--- config.mk ---
export PLATFORM = sky130hd
export DESIGN_NAME = hit_judge
export DESIGN_NICKNAME = d
export VERILOG_FILES = /design/src/rtl/hit_judge.sv
export SDC_FILE = /design/constraint.sdc
export NUM_CORES = 1
export LEC_CHECK = 0
export CORE_ASPECT_RATIO = 0.9
export CORE_MARGIN = 2
export CORE_UTILIZATION = 52
export DETAILED_ROUTE_END_ITERATION = 10
export PLACE_DENSITY = 0.79
export SYNTH_ARGS = -nofsm -noshare
export SYNTH_HDL_FRONTEND = slang
export SYNTH_SLANG_ARGS = --single-unit
--- constraint.sdc ---
create_clock -name clk -period 2.7 [get_ports clk]
set_clock_uncertainty 0.2 [all_clocks]
set_input_delay 0.54 -clock clk [delete_from_list [all_inputs] [get_ports clk]]
set_output_delay 0.54 -clock clk [all_outputs]
set_load 0.03 [all_outputs]
--- src/rtl/hit_judge.sv ---
// Whack-a-mole hit judge: arms on a nonzero mole pattern, classifies switch toggles or a timeout.
// Optional macro HIT_STREAK_BONUS_EN: hits scored 2 instead of 1 once the streak reaches BONUS_AT.
module hit_judge #(
  parameter int N_HOLES  = 5,
  parameter int SCORE_W  = 8,
  parameter int WINDOW   = 16,
  parameter int BONUS_AT = 3
) (
  input  logic               clk,
  input  logic               reset,
  input  logic               tick,
  input  logic               mole_valid,
  input  logic [N_HOLES-1:0] mole_in,
  input  logic [N_HOLES-1:0] switch_in,
  output logic               hit,
  output logic               miss,
  output logic               armed,
  output logic [SCORE_W-1:0] score,
  output logic [SCORE_W-1:0] streak
);

  typedef enum logic [0:0] {IDLE = 1'b0, ARMED = 1'b1} state_t;

  localparam logic [7:0]         WINDOW_L = 8'(WINDOW);
  localparam logic [SCORE_W-1:0] SAT      = {SCORE_W{1'b1}};

  state_t             state_q, state_d;
  logic [N_HOLES-1:0] switch_q;
  logic [N_HOLES-1:0] target_q, target_d;
  logic [7:0]         timer_q, timer_d;
  logic               hit_q, hit_d;
  logic               miss_q, miss_d;
  logic [SCORE_W-1:0] score_q, score_d;
  logic [SCORE_W-1:0] streak_q, streak_d;
  logic [N_HOLES-1:0] toggle_s;
  logic               good_s;
  logic [1:0]         inc_s;
  logic [SCORE_W:0]   score_sum_s;

  assign toggle_s = switch_in ^ switch_q;
  // A whack is good only if it touches a target hole and nothing outside the target.
  assign good_s   = (|(toggle_s & target_q)) && !(|(toggle_s & ~target_q));

`ifdef HIT_STREAK_BONUS_EN
  assign inc_s = (streak_q >= SCORE_W'(BONUS_AT)) ? 2'd2 : 2'd1;
`else
  assign inc_s = 2'd1;
`endif

  assign score_sum_s = {1'b0, score_q} + {{(SCORE_W-1){1'b0}}, inc_s};

  // Next-state, judgement and scoring.
  always_comb begin
    state_d  = state_q;
    target_d = target_q;
    timer_d  = timer_q;
    hit_d    = 1'b0;
    miss_d   = 1'b0;
    score_d  = score_q;
    streak_d = streak_q;
    case (state_q)
      IDLE: begin
        if (mole_valid && (|mole_in)) begin
          state_d  = ARMED;
          target_d = mole_in;
          timer_d  = WINDOW_L;
        end else begin
          state_d  = IDLE;
        end
      end
      ARMED: begin
        // A toggle wins over a timeout landing in the same cycle.
        if (|toggle_s) begin
          hit_d   = good_s;
          miss_d  = !good_s;
          state_d = IDLE;
          timer_d = 8'd0;
        end else if (tick) begin
          if (timer_q == 8'd1) begin
            miss_d  = 1'b1;
            state_d = IDLE;
            timer_d = 8'd0;
          end else begin
            timer_d = timer_q - 8'd1;
          end
        end else begin
          timer_d = timer_q;
        end
      end
      default: begin
        state_d = IDLE;
        timer_d = 8'd0;
      end
    endcase

    if (hit_d) begin
      score_d  = score_sum_s[SCORE_W] ? SAT : score_sum_s[SCORE_W-1:0];
      streak_d = (streak_q == SAT) ? SAT : streak_q + {{(SCORE_W-1){1'b0}}, 1'b1};
    end else if (miss_d) begin
      streak_d = {SCORE_W{1'b0}};
    end else begin
      streak_d = streak_q;
    end
  end

  // State and output registers with synchronous reset.
  always_ff @(posedge clk) begin
    switch_q <= switch_in;
    if (reset) begin
      state_q  <= IDLE;
      target_q <= {N_HOLES{1'b0}};
      timer_q  <= 8'd0;
      hit_q    <= 1'b0;
      miss_q   <= 1'b0;
      score_q  <= {SCORE_W{1'b0}};
      streak_q <= {SCORE_W{1'b0}};
    end else begin
      state_q  <= state_d;
      target_q <= target_d;
      timer_q  <= timer_d;
      hit_q    <= hit_d;
      miss_q   <= miss_d;
      score_q  <= score_d;
      streak_q <= streak_d;
    end
  end

  assign hit    = hit_q;
  assign miss   = miss_q;
  assign armed  = (state_q == ARMED);
  assign score  = score_q;
  assign streak = streak_q;

endmodule

# Word level (Yosys, flattened, before mapping)
# Cells that the tools add are included.
# op_classes
n_addsub	3
n_eq_ne	4
n_mux	20
n_bitwise	5
n_reduce_logical	11
# ops
operator	n
$mux W8	8
$reduce_or A5 Y1	4
$pmux W8 S2	1
$and A5 B5 Y5	2
$mux W1	10
$add A8 B1 Y9 const B	1
$add A8 B1 Y8 const B	1
$eq A8 B1 Y1 const B	1
$eq A8 B8 Y1 const B	1
$sub A8 B1 Y8 const B	1
$not A5 Y5	1
$xor A5 B5 Y5	1
$reduce_and A2 Y1	2
$ne A3 B2 Y1 const B	1
$logic_and A1 B1 Y1	2
$logic_not A1 Y1	2
$ne A2 B2 Y1 const B	1
$pmux W1 S2	1
$reduce_bool A2 Y1	1
$not A1 Y1	1
# word_totals
ff_bits	37
out_inout_bits	19
elab_cells	51

# Depth between registers and ports, before layout
# logic_depth
ltp_word	10
mapped_depth	7
mapped_depth_nobuf	7

# Least setup slack after synthesis
# OpenSTA, ideal clock, no wires.
# synth_path
path_type	input to register
from	in mole_in[0]
to	reg timer_q[2]
arrival_time_ps	1725
t_required_ps	2440
setup_slack_ps	715
stages	5
cell_sequence	or4_4 o31a_1 o31ai_4 and2b_4 a221o_1
# synth_between
elab_chain_cells	4
# synth_lines
element	line	rtl
start: declaration	13	input logic [N_HOLES-1:0] mole_in,
$reduce_or A5 Y1	63	if (mole_valid && (|mole_in)) begin
$logic_and A1 B1 Y1	63	
$ne A2 B2 Y1 (no source line)	n/a	
$reduce_and A2 Y1 (no source line)	n/a	
end signal: assignment	120	timer_q <= timer_d;
end: declaration	30	logic [7:0] timer_q, timer_d;
# Every way passes these cells.
# A chain may end at the register's enable or synchronous reset.

# Worst setup path after layout
# layout_path
from	in switch_in[3]
to	reg timer_q[6]
# layout_between
elab_chain_cells	4
# layout_lines
element	line	rtl
start: declaration	14	input logic [N_HOLES-1:0] switch_in,
$xor A5 B5 Y5 *	40	assign toggle_s = switch_in ^ switch_q;
$reduce_or A5 Y1 *	73	if (|toggle_s) begin
$mux W8 / $ne A3 B2 Y1 (equally long branches)	n/a	
$pmux W8 S2 / $reduce_and A2 Y1 (equally long branches)	n/a	
# Mark *: on every way between the ends. The rest lies on a longest branch, timed or not.

==> metrics.txt <==
Worst-Skew Late Latency=0.29 ns; async set or reset register ratio after synthesis=0; number of distinct library cells after synthesis=46; max-cap violation count=0; EDFF count, synth=0; Slew headroom=0.688; Final Wtd Congestion=0.830; antenna viol nets, final=0; fin. max-slew vios=0; top_reg_cell synth=dfxtp_1; CTS H-tree lvls=2; Mapped Cells=216; Die Ht=60.9 µm; final WL=4250 µm; # setup viols final=0; Period minus WS final=2.35 ns; Final nets=274; Min-Delay Endpoint=target_q[1]; pin count of the biggest net entering global routing=23; measured slew at the worst slew-check pin=0.464 ns; r2r setup slk=0.53 ns; Die Wd=67.2 µm; Crit Path Category=in2reg; gr usage total=0.226; # hold bufs at CTS=0; most area-hungry cell type in the Yosys netlist=dfxtp_1; via count=1,798; Post-CTS Resized=0; Longest Clk Path Bufs=2; first-pass GRT wire length=7020 µm; Startpoint Class=input port; fill count=297; Cell Count, Final, Fillers Out=301; Starting Density=0.549; IO Port Bufs=32; WL/cell=14.1 µm; RSZ-0062 raised after global routing=false; Worst path max stage delay=0.43 ns; critical-path cell list=clkdlybuf4s50_1 > xnor2_1 > nand4_1 > buf_4 > nor4_2 > nor3b_1 > a211o_2; post-CTS setup buffer count=0; crit end category=flip-flop; area of the die=4090 µm²; Crit path required time=2.74 ns; Hold Path Stages=2; CTS Buf Count=5; status=completed; CTS tree=done; clock sinks=37; Fin Setup TNS=0 ns; vias per cell=5.97; ant diodes=0; row count=20; Area growth syn-to-layout=27.0%; Max Clk Rate=0.426 GHz; reg2reg start=timer_q[1]; first-pass iteration count of the detailed router=4; Post-Syn Nets=234; DR DRC count=0; highest ir drop seen on vdd=391 µV; Synth Register Bits=37; top cells by area, synth=dfxtp_1, and3_1, nand2_1; placed wire-length estimate=3080 µm; Iter 0 DRT Violations=101; critical path arrival=2.39 ns; slowest stage cell on the critical path=clkdlybuf4s50_1; I/O Pins=33; period utilization=0.870; post-synthesis sequential area ratio=0.396; R2R Path End=timer_q[6]; Reg clk slew, reported paths=0.07 ns; yosys warns=0; Worst Path Max Fanout=10; most frequent cell after synthesis=dfxtp_1; Reg area=741 µm²; area occupied by multi-input gates=1050 µm²; Hold Vio Cnt, Final=0; Post-Syn Area=1870 µm²; Placed Cells=293; Synth top cells by count=dfxtp_1, nand2_1, nor2_1; Worst Hold Class=reg2reg; FF-to-FF path depth=7; Yosys top cell area share=0.396; initial antenna violation count=0; grt ovf=0; hold_sp=target_q[1]; Avg Inst Size Synth=8.65 µm²; core area=3400 µm²; vias in the first global route=1,606; Root Driver=clkbuf_8; Cell Pwr Density=478 nW/µm²; layout cells sized above 1=0.105; Pleak=0.860 nW
## worst max-delay path by stage
stage,start,endpoint,slack [ns],cells past startpoint
global placement,switch_in[1],score[6],0.14,5
CTS,armed,armed,0.33,1
global route,switch_in[3],timer_q[5],0.22,7
finish,switch_in[3],timer_q[6],0.35,7
detailed placement,switch_in[1],timer_q[6],0.10,6
floorplan,mole_in[0],timer_q[2],0.72,5
## layout by cell type, fill, tap and decap left out, types with 2 or more instances in the layout
master | netlist | routed
a211o_2 | 2 | 2
a211oi_1 | 6 | 6
a21oi_1 | 12 | 12
a22oi_1 | 3 | 3
a311oi_1 | 4 | 4
a31oi_1 | 10 | 10
a41oi_1 | 5 | 5
and3_1 | 12 | 12
buf_4 | 1 | 9
clkbuf_8 | 0 | 7
clkdlybuf4s50_1 | 0 | 32
dfxtp_1 | 37 | 37
ha_1 | 4 | 4
inv_1 | 10 | 10
nand2_1 | 18 | 18
nand2b_1 | 2 | 2
nand3_1 | 9 | 9
nand4_1 | 2 | 2
nor2_1 | 17 | 17
nor2b_1 | 4 | 4
nor3_1 | 9 | 9
nor3b_1 | 3 | 3
nor4bb_1 | 2 | 2
o21ai_0 | 5 | 5
o22ai_1 | 5 | 5
or4_1 | 2 | 2
xnor2_1 | 6 | 6
## flip-flops by register name (all words and copies together), names as in the netlist
name and cells:
switch_q 5, streak 8, hit 1, target_q 5, score 8, timer_q 8, miss 1, armed 1
## cell families after synthesis
| logic type | count (synthesis) | share of synthesized area |
|---|---|---|
| XOR/XNOR | 7 | 0.0328 |
| flip-flops | 37 | 0.396 |
| AND/OR/NAND/NOR | 90 | 0.263 |
| adder cells (fa/ha/maj) | 4 | 0.0268 |
| multiplexers | 1 | 0.00602 |
| buffers and inverters | 18 | 0.0408 |
| AO/OA/AOI/OAI | 59 | 0.234 |
## critical path: cells and delay by family
family	cells	cell delay (ns)
and+or+nand+nor	3	0.83
xor gates and xnor gates	1	0.25
buffers and inverters	2	0.65
AOI/OAI and AO/OA	1	0.12
## final cells by class
| class | instances | area share |
|---|---|---|
| multi-input cells | 161 | 0.443 |
| inverters | 10 | 0.0158 |
| flip-flops and latches | 37 | 0.312 |
| repair buffers | 41 | 0.163 |
| clock inverters | 1 | 0.00211 |
| well taps | 44 | 0.0232 |
| clock buffers | 7 | 0.0406 |
## through the flow
stage          hold WS [ns]  setup slack (ns)  utilization  total power, W  area (µm²)
2_1_floorplan         0.234             0.715            -        0.000668        1870
3_3_place_gp          0.248             0.145        0.668        0.000722        2270
3_5_place_dp          0.247             0.102        0.668        0.000724        2270
4_1_cts               0.256             0.331        0.698         0.00115        2370
5_1_grt               0.287             0.221        0.698         0.00118        2370
6_report              0.257             0.352        0.698         0.00114        2370
## power breakdown
part,switching (W),total [W],internal (W)
clock network,0.000190,0.000421,0.000231
logic,0.0000795,0.000146,0.0000660
registers,0.0000106,0.000569,0.000558
## per-layer routing
layer  up-vias  share of wire  GRT usage
met5         -              0          0
met3        10          0.051     0.0594
met2        56           0.46      0.349
met4         0          0.021      0.125
met1       838           0.47      0.290
li1        894              -          -
Power figures use the tool's default switching activity.
